**src/rtl/uart_autobaud_ctrl.sv**
```systemverilog
// -----------------------------------------------------------------------------
// uart_autobaud_ctrl
//
// Purpose:
//   Configuration controller for the UART 16x baud clock generator. It times
//   the start bit of an incoming 0x55 sync character on clk and converts the
//   low-cycle count N into a 13-bit divisor (N/16 - 1) and a 3-bit
//   eighth-fraction (N[3:1]). The UART path is held off (o_uart_en low) while
//   a calibration is running.
//
// Optional feature (compile-time macro AUTOBAUD_AVERAGE_EN):
//   When defined, the second low pulse of 0x55 (bit1) is also timed. The two
//   widths are averaged, and a calibration whose pulse widths disagree by
//   more than a quarter of the first one is rejected with err = 11.
//   When undefined, only the start bit is measured and err = 11 never occurs.
//
// Ports:
//   clk                  in   system clock
//   aresetn              in   asynchronous active-low reset
//   i_start              in   single-cycle pulse, begins calibration
//   i_abort              in   single-cycle pulse, cancels calibration
//   i_rx                 in   raw serial input pin (asynchronous to clk)
//   o_baud_val[12:0]     out  divisor to the baud generator
//   o_baud_val_fraction  out  eighth-fraction to the baud generator
//   o_uart_en            out  high when the UART may use the baud outputs
//   o_busy               out  calibration in progress
//   o_locked             out  last calibration succeeded
//   o_err[1:0]           out  00 none, 01 too short, 10 overflow, 11 mismatch
// -----------------------------------------------------------------------------
module uart_autobaud_ctrl #(
    parameter int          CNT_W            = 17,
    parameter int          IDLE_CYCLES      = 64,
    parameter int          MIN_BIT_CLKS     = 32,
    parameter logic [12:0] DEFAULT_BAUD_VAL = 13'd26
) (
    input  logic        clk,
    input  logic        aresetn,
    input  logic        i_start,
    input  logic        i_abort,
    input  logic        i_rx,
    output logic [12:0] o_baud_val,
    output logic [2:0]  o_baud_val_fraction,
    output logic        o_uart_en,
    output logic        o_busy,
    output logic        o_locked,
    output logic [1:0]  o_err
);

    localparam logic [CNT_W-1:0] CNT_MAX  = '1;
    localparam logic [CNT_W-1:0] CNT_ONE  = CNT_W'(1);
    localparam logic [CNT_W-1:0] IDLE_TGT = CNT_W'(IDLE_CYCLES);
    localparam logic [CNT_W-1:0] MIN_BIT  = CNT_W'(MIN_BIT_CLKS);

    localparam logic [1:0] ERR_NONE     = 2'b00;
    localparam logic [1:0] ERR_SHORT    = 2'b01;
    localparam logic [1:0] ERR_OVF      = 2'b10;
    localparam logic [1:0] ERR_MISMATCH = 2'b11;

    typedef enum logic [2:0] {
        ST_IDLE,
        ST_WAIT_IDLE,
        ST_WAIT_START,
        ST_MEASURE,
        ST_VALIDATE
`ifdef AUTOBAUD_AVERAGE_EN
        ,
        ST_GAP,
        ST_MEASURE2
`endif
    } state_t;

    state_t           r_state;
    state_t           w_state_next;

    logic             r_rx_meta;
    logic             r_rx_s;

    logic [CNT_W-1:0] r_cnt;
    logic [CNT_W-1:0] w_cnt_next;
    logic [CNT_W-1:0] w_cnt_inc;

    logic [12:0]      r_baud_val;
    logic [12:0]      w_baud_val_next;
    logic [2:0]       r_frac;
    logic [2:0]       w_frac_next;
    logic             r_locked;
    logic             w_locked_next;
    logic [1:0]       r_err;
    logic [1:0]       w_err_next;

    // Measured bit time and the divisor derived from it
    logic [CNT_W-1:0] w_n;
    logic [CNT_W-5:0] w_n_quot;
    logic [12:0]      w_baud_calc;
    logic             w_mismatch;

    // -------------------------------------------------------------------------
    // Two-flop synchronizer; idles high so reset never looks like a start edge
    // -------------------------------------------------------------------------
    always_ff @(posedge clk or negedge aresetn) begin
        if (!aresetn) begin
            r_rx_meta <= 1'b1;
            r_rx_s    <= 1'b1;
        end else begin
            r_rx_meta <= i_rx;
            r_rx_s    <= r_rx_meta;
        end
    end

    // Saturating increment: the counter holds at all-ones instead of wrapping
    assign w_cnt_inc = (r_cnt == CNT_MAX) ? r_cnt : (r_cnt + CNT_ONE);

`ifdef AUTOBAUD_AVERAGE_EN
    logic [CNT_W-1:0] r_n1;
    logic [CNT_W-1:0] w_n1_next;
    logic [CNT_W:0]   w_sum;
    logic [CNT_W-1:0] w_diff;

    // In VALIDATE r_cnt holds the second pulse width N2
    assign w_sum      = {1'b0, r_n1} + {1'b0, r_cnt};
    assign w_n        = CNT_W'(w_sum >> 1);
    assign w_diff     = (r_n1 >= r_cnt) ? (r_n1 - r_cnt) : (r_cnt - r_n1);
    assign w_mismatch = (w_diff > (r_n1 >> 2));

    always_ff @(posedge clk or negedge aresetn) begin
        if (!aresetn) begin
            r_n1 <= '0;
        end else begin
            r_n1 <= w_n1_next;
        end
    end
`else
    assign w_n        = r_cnt;
    assign w_mismatch = 1'b0;
`endif

    // Divisor is N/16 - 1; N >= MIN_BIT_CLKS keeps it non-zero
    assign w_n_quot    = w_n[CNT_W-1:4];
    assign w_baud_calc = 13'(w_n_quot) - 13'd1;

    // -------------------------------------------------------------------------
    // State register
    // -------------------------------------------------------------------------
    always_ff @(posedge clk or negedge aresetn) begin
        if (!aresetn) begin
            r_state <= ST_IDLE;
        end else begin
            r_state <= w_state_next;
        end
    end

    // Datapath registers follow the next-state logic
    always_ff @(posedge clk or negedge aresetn) begin
        if (!aresetn) begin
            r_cnt      <= '0;
            r_baud_val <= DEFAULT_BAUD_VAL;
            r_frac     <= 3'd0;
            r_locked   <= 1'b0;
            r_err      <= ERR_NONE;
        end else begin
            r_cnt      <= w_cnt_next;
            r_baud_val <= w_baud_val_next;
            r_frac     <= w_frac_next;
            r_locked   <= w_locked_next;
            r_err      <= w_err_next;
        end
    end

    // -------------------------------------------------------------------------
    // Next-state and datapath update logic
    // -------------------------------------------------------------------------
    always_comb begin
        w_state_next    = r_state;
        w_cnt_next      = r_cnt;
        w_baud_val_next = r_baud_val;
        w_frac_next     = r_frac;
        w_locked_next   = r_locked;
        w_err_next      = r_err;
`ifdef AUTOBAUD_AVERAGE_EN
        w_n1_next       = r_n1;
`endif

        // Abort has priority over everything, including a pending commit
        if (i_abort && (r_state != ST_IDLE)) begin
            w_state_next  = ST_IDLE;
            w_locked_next = 1'b0;
        end else begin
            case (r_state)
                ST_IDLE: begin
                    if (i_start && !i_abort) begin
                        w_state_next  = ST_WAIT_IDLE;
                        w_cnt_next    = '0;
                        w_err_next    = ERR_NONE;
                        w_locked_next = 1'b0;
                    end
                end

                // Line must stay high for IDLE_CYCLES in a row before arming
                ST_WAIT_IDLE: begin
                    if (r_rx_s) begin
                        if (w_cnt_inc == IDLE_TGT) begin
                            w_state_next = ST_WAIT_START;
                            w_cnt_next   = '0;
                        end else begin
                            w_cnt_next = w_cnt_inc;
                        end
                    end else begin
                        w_cnt_next = '0;
                    end
                end

                // Every sample here was high, so a low sample is the falling edge
                ST_WAIT_START: begin
                    if (!r_rx_s) begin
                        w_state_next = ST_MEASURE;
                        w_cnt_next   = CNT_ONE;
                    end
                end

                ST_MEASURE: begin
                    if (r_rx_s) begin
`ifdef AUTOBAUD_AVERAGE_EN
                        w_n1_next    = r_cnt;
                        w_cnt_next   = CNT_ONE;
                        w_state_next = ST_GAP;
`else
                        w_state_next = ST_VALIDATE;
`endif
                    end else if (w_cnt_inc == CNT_MAX) begin
                        w_cnt_next   = w_cnt_inc;
                        w_err_next   = ERR_OVF;
                        w_state_next = ST_IDLE;
                    end else begin
                        w_cnt_next = w_cnt_inc;
                    end
                end

`ifdef AUTOBAUD_AVERAGE_EN
                // High bit0 between the two low pulses
                ST_GAP: begin
                    if (!r_rx_s) begin
                        w_cnt_next   = CNT_ONE;
                        w_state_next = ST_MEASURE2;
                    end else if (w_cnt_inc == CNT_MAX) begin
                        w_cnt_next   = w_cnt_inc;
                        w_err_next   = ERR_OVF;
                        w_state_next = ST_IDLE;
                    end else begin
                        w_cnt_next = w_cnt_inc;
                    end
                end

                ST_MEASURE2: begin
                    if (r_rx_s) begin
                        w_state_next = ST_VALIDATE;
                    end else if (w_cnt_inc == CNT_MAX) begin
                        w_cnt_next   = w_cnt_inc;
                        w_err_next   = ERR_OVF;
                        w_state_next = ST_IDLE;
                    end else begin
                        w_cnt_next = w_cnt_inc;
                    end
                end
`endif

                // Failures leave the previous divisor in place
                ST_VALIDATE: begin
                    w_state_next = ST_IDLE;
                    if (w_mismatch) begin
                        w_err_next = ERR_MISMATCH;
                    end else if (w_n < MIN_BIT) begin
                        w_err_next = ERR_SHORT;
                    end else begin
                        w_baud_val_next = w_baud_calc;
                        w_frac_next     = w_n[3:1];
                        w_locked_next   = 1'b1;
                    end
                end

                default: begin
                    w_state_next = ST_IDLE;
                end
            endcase
        end
    end

    // -------------------------------------------------------------------------
    // Outputs
    // -------------------------------------------------------------------------
    always_comb begin
        o_busy    = (r_state != ST_IDLE);
        o_uart_en = (r_state == ST_IDLE);
    end

    assign o_baud_val          = r_baud_val;
    assign o_baud_val_fraction = r_frac;
    assign o_locked            = r_locked;
    assign o_err               = r_err;

endmodule

```
**config.mk**
```make
export PLATFORM = sky130hd
export DESIGN_NAME = uart_autobaud_ctrl
export DESIGN_NICKNAME = d
export VERILOG_FILES = /design/src/rtl/uart_autobaud_ctrl.sv
export SDC_FILE = /design/constraint.sdc
export NUM_CORES = 1
export LEC_CHECK = 0
export BUFFER_PORTS_ARGS = -buffer_cell sky130_fd_sc_hd__buf_2
export CAP_MARGIN = 10
export CORE_MARGIN = 10
export CORE_UTILIZATION = 35
export DETAILED_ROUTE_END_ITERATION = 10
export GPL_TIMING_DRIVEN = 0
export MAX_ROUTING_LAYER = met4
export SYNTH_ARGS = -nofsm -noshare
export SYNTH_HDL_FRONTEND = slang
export SYNTH_SLANG_ARGS = --single-unit
export TNS_END_PERCENT = 30
```
**constraint.sdc**
```tcl
create_clock -name clk -period 3.02 [get_ports clk]
set_input_delay 0.604 -clock clk [delete_from_list [all_inputs] [get_ports clk]]
set_output_delay 0.604 -clock clk [all_outputs]
set_load 0.03 [all_outputs]
```
==> results of run 1 <==
sequential cells by signal, summed over array words and instances, names as in the netlist:
signal,count
r_rx_meta,1
o_baud_val_fraction,3
o_baud_val,13
o_locked,1
o_err,2
r_state,3
r_cnt,17
r_rx_s,1
cells by family (layout without fill, tap and decap cells):
group                      after synthesis  after routing  synth area share (%)
and+or+nand+nor                        124            124                  25.5
muxes                                    9              9                  3.69
AOI/OAI and AO/OA                       74             74                  18.7
adders and majority gates                3              3                  1.46
DFF                                     41             41                  40.1
xor gates and xnor gates                15             15                  5.10
buffers and inverters                   34             90                  5.49
power breakdown:
part / internal (mW) / switching, mW
logic: 0.0453 / 0.0849
clock network: 0.165 / 0.236
registers: 0.566 / 0.0110
routing by layer:
| metal | share of wire, % | vias up | global-route usage (%) | routed length (um) |
|---|---|---|---|---|
| met5 | 0 | - | - | 0 |
| met4 | 1.5 | 0 | 4.64 | 123 |
| met3 | 5.3 | 13 | 3.29 | 422 |
| met2 | 48 | 77 | 22.0 | 3850 |
| met1 | 45 | 1271 | 17.9 | 3590 |
| li1 | - | 1200 | - | - |
final cells by class:
type                            count  area, um^2  share of cell area [%]
Multi-Input combinational cell    225        1600                    47.9
Sequential cell                    41        1040                    31.2
Timing Repair Buffer               55         354                    10.6
Tap cell                           99         124                    3.70
Buffer                             17        96.3                    2.88
Clock buffer                        5        68.8                    2.05
Inverter                           10        37.5                    1.12
Clock inverter                      3        21.3                   0.635
placed cells by master (no fill, tap or decap), types with 3 or more instances in the layout:
master    instances
o21ai_0          11
nor2_1           34
and3_1            3
a211oi_1          3
dfstp_2           5
clkbuf_8          5
inv_1            10
nand2_1          22
a21oi_2           5
o211ai_1          3
a22o_1            7
a31oi_1           7
nor4_1            4
buf_6             4
dfrtp_1          26
mux2_2            4
mux2i_1           3
buf_4            29
a21oi_1          20
xnor2_1          12
nor3b_1           3
or2_2             3
nor4_4            4
dfrtp_2          10
nand4_1           7
clkbuf_1          9
buf_2            25
nor3_1            4
nand3_1          18
critical path: cells and delay by family, from the launching register on:
| kind | cells | cell delay [ps] |
|---|---|---|
| buffers and inverters | 2 | 410 |
| DFF | 1 | 420 |
| and+or+nand+nor | 4 | 1080 |
| muxes | 1 | 330 |
| AOI/OAI and AO/OA | 2 | 810 |
through the flow:
step | setup WS [ps] | std cells
2_1_floorplan | 62.5 | 300
3_3_place_gp | -429 | 424
3_5_place_dp | -425 | 424
4_1_cts | -84.8 | 445
5_1_grt | -231 | 455
6_report | -132 | 455
worst min-delay path by stage:
| stage | endpoint | slack [ps] | cells past startpoint |
|---|---|---|---|
| 5_1_grt | r_rx_s$_DFF_PN1_ | 370 | 0 |
| 3_3_place_gp | r_rx_s$_DFF_PN1_ | 350 | 0 |
| 4_1_cts | r_rx_s$_DFF_PN1_ | 360 | 0 |
| 2_1_floorplan | o_baud_val[0]$_DFFE_PN0P_ | 310 | 0 |
| 6_report | r_rx_s$_DFF_PN1_ | 360 | 0 |
| 3_5_place_dp | r_rx_s$_DFF_PN1_ | 350 | 0 |
what timing repair did:
item                                    CTS  global route
gates cloned                              1             1
endpoints found under the hold margin     0             0
buffers inserted                         17            11
endpoints found under the setup margin   20            31
pin swaps                                 7            17
resized for setup                        24            40
==> metrics.yaml, run 1 <==
status: "finished with violations"
violations: "setup timing"
drt_iter0_markers: 151
grt_pass1_wl_um: 12800
synth_enable_flop_cells: 0
hold_viol_final: 0
cts_root_buf: "clkbuf_8"
vias: 2561
grt_pass1_vias: 2474
critPathMaxFanout: 10
yosysSeqAreaShare_pct: 40.1
mappedNetlistNets: 308
synth_common_cells: "dfrtp_1 (36), nor2_1 (34), a21oi_1 (25), nand2_1 (22), nand3_1 (18)"
hpwl_um: 5210
max_slew_margin_pct: 36.9
via_per_inst: 5.63
nNetsFinal: 363
postPlaceCellArea_mm2: 0.00286
synth_top_area_share_pct: 35.0
routed_wl_um: 7990
fmax_mhz: 317
cts_tree: "yes"
fin_worst_hold_slack_ps: 362
hp-class: "flop to flop"
critPathCapture: "r_cnt[9]$_DFFE_PN0P_"
ctsHtreeMaxLevel: 2
grt_start_max_net_pins: 42
initial_core_util_pct: 35.7
avgSynthCellArea_um2: 8.59
dr.pass1.iters: 4
synth_area_mm2: 0.00258
worstPathRequired_ps: 3230
floorplan.core_area_mm2: 0.00721
synth_cell_types: 53
fin_crit_sh_pct: 104
dieWidth_um: 106
gp_congestion: 0.950
synth_area_leaders: "dfrtp_1 (35%), dfstp_2 (5.1%), nor2_1 (5.0%), a21oi_1 (4.9%), xnor2_1 (4.4%)"
cellLeakagePower_nw: 1.54
design_area_mm2: 0.00335
die_area_mm2: 0.0112
slowest_delay_ps: 570
maxCapViolations: 0
worst_slack_ps: -132
yosysMostFrequentCell: "dfrtp_1"
synth_flop_cell: "dfrtp_1"
rsz0062_at_grt: "true"
layout-drive-gt1-share_pct: 33.7
end_kind: "flop"
overflow: 0
chipHeight_um: 106
cts.sinks: 41
hold_buffers: 0
worst_slew_pin_slew_ps: 947
critPathSlowestCell: "or4bb_4"
synth_cells: 300
n_antenna_cell: 0
syn2layout_area_growth_pct: 30.1
worstRegToRegCells: 9
finalSetupViolations: 18
tns_ps: -873
rows: 31
r2r-start: "r_cnt[4]$_DFFE_PN0P_"
ys_ff_latch: 41
min_from: "r_rx_meta$_DFF_PN1_"
io_pins: 26
clock-skew-final_ps: 12.5
track_usage_pct: 14.2
report.final.slew_viol_count: 0
crit_path_start_kind: "flop"
antenna_left: 0
min_period_ps: 3150
cts_made_buffers: 5
post-route-util_pct: 46.4
fillers: 728
r2r_end: "r_cnt[9]$_DFFE_PN0P_"
ys_warn_count: 0
clockBufferDepth: 2
startpoint: "r_cnt[4]$_DFFE_PN0P_"
peakVddDrop_v: 0.000240
synth_largest_area_cell: "dfrtp_1"
path_clk_slew_ps: 100
p_per_area_mw_per_mm2: 331
power_mw: 1.11
r2r_slack_ps: -130
worstSetupPathType: "flop to flop"
wl_per_cell_um: 17.6
port_buffers: 25
antenna_found_initial: 0
postSynth.asyncResetShare_pct: 100
drc: 0
clock_latency_ps: 320
cp.arrival_ps: 3360
path_cells: "clkbuf_4 > and2_1 > and2_4 > nand3_1 > mux2i_4 > or4bb_4 > o41a_1 > buf_6 > a221o_1"
No activity file was read; power rests on OpenSTA's default activity.
==> inputs of run 2 (changes only) <==
- ABC_AREA: default -> 1
- SKIP_CTS_REPAIR_TIMING: default -> 1
==> metrics.yaml, run 2 <==
port_buffers: 25
io_pins: 26
clock-skew-final_ps: 6.36
r2r_slack_ps: 470
power_frac_seq_pct: 34.3
use_met3_pct: 2.40
dr.pass1.iters: 4
layout-drive-gt1-share_pct: 18.9
chipHeight_um: 109
wl_per_cell_um: 13.5
report.final.slew_viol_count: 0
critPathMaxFanout: 10
p_sw_share_pct: 40.7
synth_largest_area_cell: "dfrtp_1"
synth_cell_types: 35
synth_area_leaders: "dfrtp_1 (32%), nand2_1 (18%), inv_1 (6.0%), nor2_1 (5.8%), nand3_1 (5.4%)"
hpwl_um: 5720
whs_path_depth: 0
n_antenna_cell: 0
drc: 0
synth_flop_cell: "dfrtp_1"
synth_enable_flop_cells: 0
cts.sinks: 41
design_area_mm2: 0.00319
initial_core_util_pct: 36.1
antenna_left: 0
postSynth.asyncResetShare_pct: 100
power_mw: 1.98
overflow: 0
status: "completed"
yosysMostFrequentCell: "nand2_1"
power_switching_uw: 805
yosysSeqAreaShare_pct: 36.9
end_kind: "flop"
worstPathRequired_ps: 3220
nNetsFinal: 447
finalSetupViolations: 0
synth_cells: 407
regMostFlops: "r_cnt"
max_slew_margin_pct: 39.6
power_frac_clock_pct: 27.6
cp.arrival_ps: 2740
grt_pass1_wl_um: 12300
avgSynthCellArea_um2: 6.88
path_clk_slew_ps: 80
p_int_mw: 1.17
cellLeakagePower_nw: 1.60
synth_area_mm2: 0.00280
ctsHtreeMaxLevel: 2
via_per_inst: 4.78
min_period_ps: 2550
hold_viol_final: 0
clockBufferDepth: 2
worstRegToRegCells: 15
grt_busiest_layer: "met2"
drt_iter0_markers: 221
cts_tree: "yes"
ys_ff_latch: 41
postPlaceCellArea_mm2: 0.00305
worst_slew_pin_slew_ps: 906
grt_pass1_vias: 2468
worstSetupPathType: "flop to flop"
rows: 32
fmax_mhz: 392
dieWidth_um: 109
combPwrFrac_pct: 38.1
clock_latency_ps: 300
mostFrequentLayoutCell: "nand2_1"
mappedNetlistNets: 415
rsz0062_at_grt: "false"
peakVddDrop_v: 0.000223
routed_wl_um: 7290
met1_usage_pct: 16.6
synth_common_cells: "nand2_1 (132), inv_1 (45), nor2_1 (43), dfrtp_1 (36), nand3_1 (30)"
antenna_found_initial: 0
maxCapViolations: 0
track_usage_pct: 13.1
cts_root_buf: "clkbuf_8"
die_area_mm2: 0.0120
cts_made_buffers: 5
largest_register_ff_count: 17
floorplan.core_area_mm2: 0.00777
syn2layout_area_growth_pct: 13.9
layout_common_cells: "nand2_1 (132), inv_1 (45), nor2_1 (43)"
tns_ps: 0
grt_start_max_net_pins: 42
hp-class: "flop to flop"
p_per_area_mw_per_mm2: 621
vias: 2591
fin_worst_hold_slack_ps: 359
gp_congestion: 0.919
ys_warn_count: 0
synth_top_area_share_pct: 32.2
crit_path_start_kind: "flop"
use_met2_pct: 20.8
fin_crit_sh_pct: 84.4
-- run 2: changes by cell type after synthesis, moves of 7 or more --
cell | previous run | this run
clkbuf_1 | 16 | 3
a21oi_1 | 25 | 3
inv_1 | 10 | 45
xor2_1 | 2 | 11
nand3_1 | 18 | 30
nor2_1 | 34 | 43
nor4_1 | 7 | 0
nor2_2 | 0 | 10
xnor2_1 | 13 | 1
nand2_1 | 22 | 132
o21ai_0 | 12 | 26
o21ai_2 | 0 | 11
a22o_1 | 7 | 0
-- run 2: per-layer routing --
metal  part of all wire, %  up-vias
met5                     0        -
met4                   1.5        0
met3                   4.6        8
met2                    46       58
met1                    48     1173
li1                      -     1352
-- run 2: logic make-up (layout without fill, tap and decap cells) --
kind of cell,Yosys count,count (layout),synth area share [%]
AOI/OAI and AO/OA,52,52,12.0
adders and majority gates,3,3,1.34
xor gates and xnor gates,12,12,3.75
DFF,41,41,36.9
and+or+nand+nor,238,238,36.8
buffers and inverters,61,94,9.25
-- run 2: final cells by class --
type	count	area, um^2
fill	849	4580
multi-input combinational	305	1510
sequential	41	1030
clock buffer	5	68.8
tap	102	128
buffer	15	86.3
timing repair buffer	25	125
clock inverter	3	68.8
inverter	46	173
-- run 2: path summary, 6_finish.rpt --
kind                                       from                      to
hold reg to reg             r_rx_meta$_DFF_PN1_        r_rx_s$_DFF_PN1_
setup reg to reg           r_cnt[0]$_DFFE_PN0P_  r_state[1]$_DFFE_PN0P_
hold / removal              r_rx_meta$_DFF_PN1_        r_rx_s$_DFF_PN1_
setup / recovery           r_cnt[0]$_DFFE_PN0P_  r_state[1]$_DFFE_PN0P_
min in group asynchronous               aresetn    r_cnt[8]$_DFFE_PN0P_
max in group asynchronous               aresetn    r_cnt[0]$_DFFE_PN0P_
-- run 2: stage by stage --
| stage | setup WS [ps] | util (%) | std cells |
|---|---|---|---|
| floorplan | 591 | - | 407 |
| global placement | 515 | 39.3 | 534 |
| detailed placement | 512 | 39.3 | 534 |
| CTS | 481 | 41.1 | 542 |
| global route | 256 | 41.1 | 542 |
| finish | 471 | 41.1 | 542 |
-- run 2: power by group through the flow --
stage	clock, mW	sequential [mW]	combinational [mW]
global placement	0	0.686	0.756
finish	0.547	0.679	0.754
CTS	0.562	0.678	0.765
detailed placement	0	0.689	0.762
floorplan	0	0.773	0.477
global route	0.579	0.690	0.848
-- run 2: critical path, cell delays in order, from the launching register on --
cell      delay [ps]
dfrtp_1          490
ha_1             310
nand3_2          140
nor2_2           190
nand4_2          190
buf_6            210
nand2_1          140
nand2_1           70
nor2_1            90
nand3_1          130
o21bai_2         160
nand2_1           90
nand2_2           80
nand2_1           60
nand2_1           50
nand2_1           50
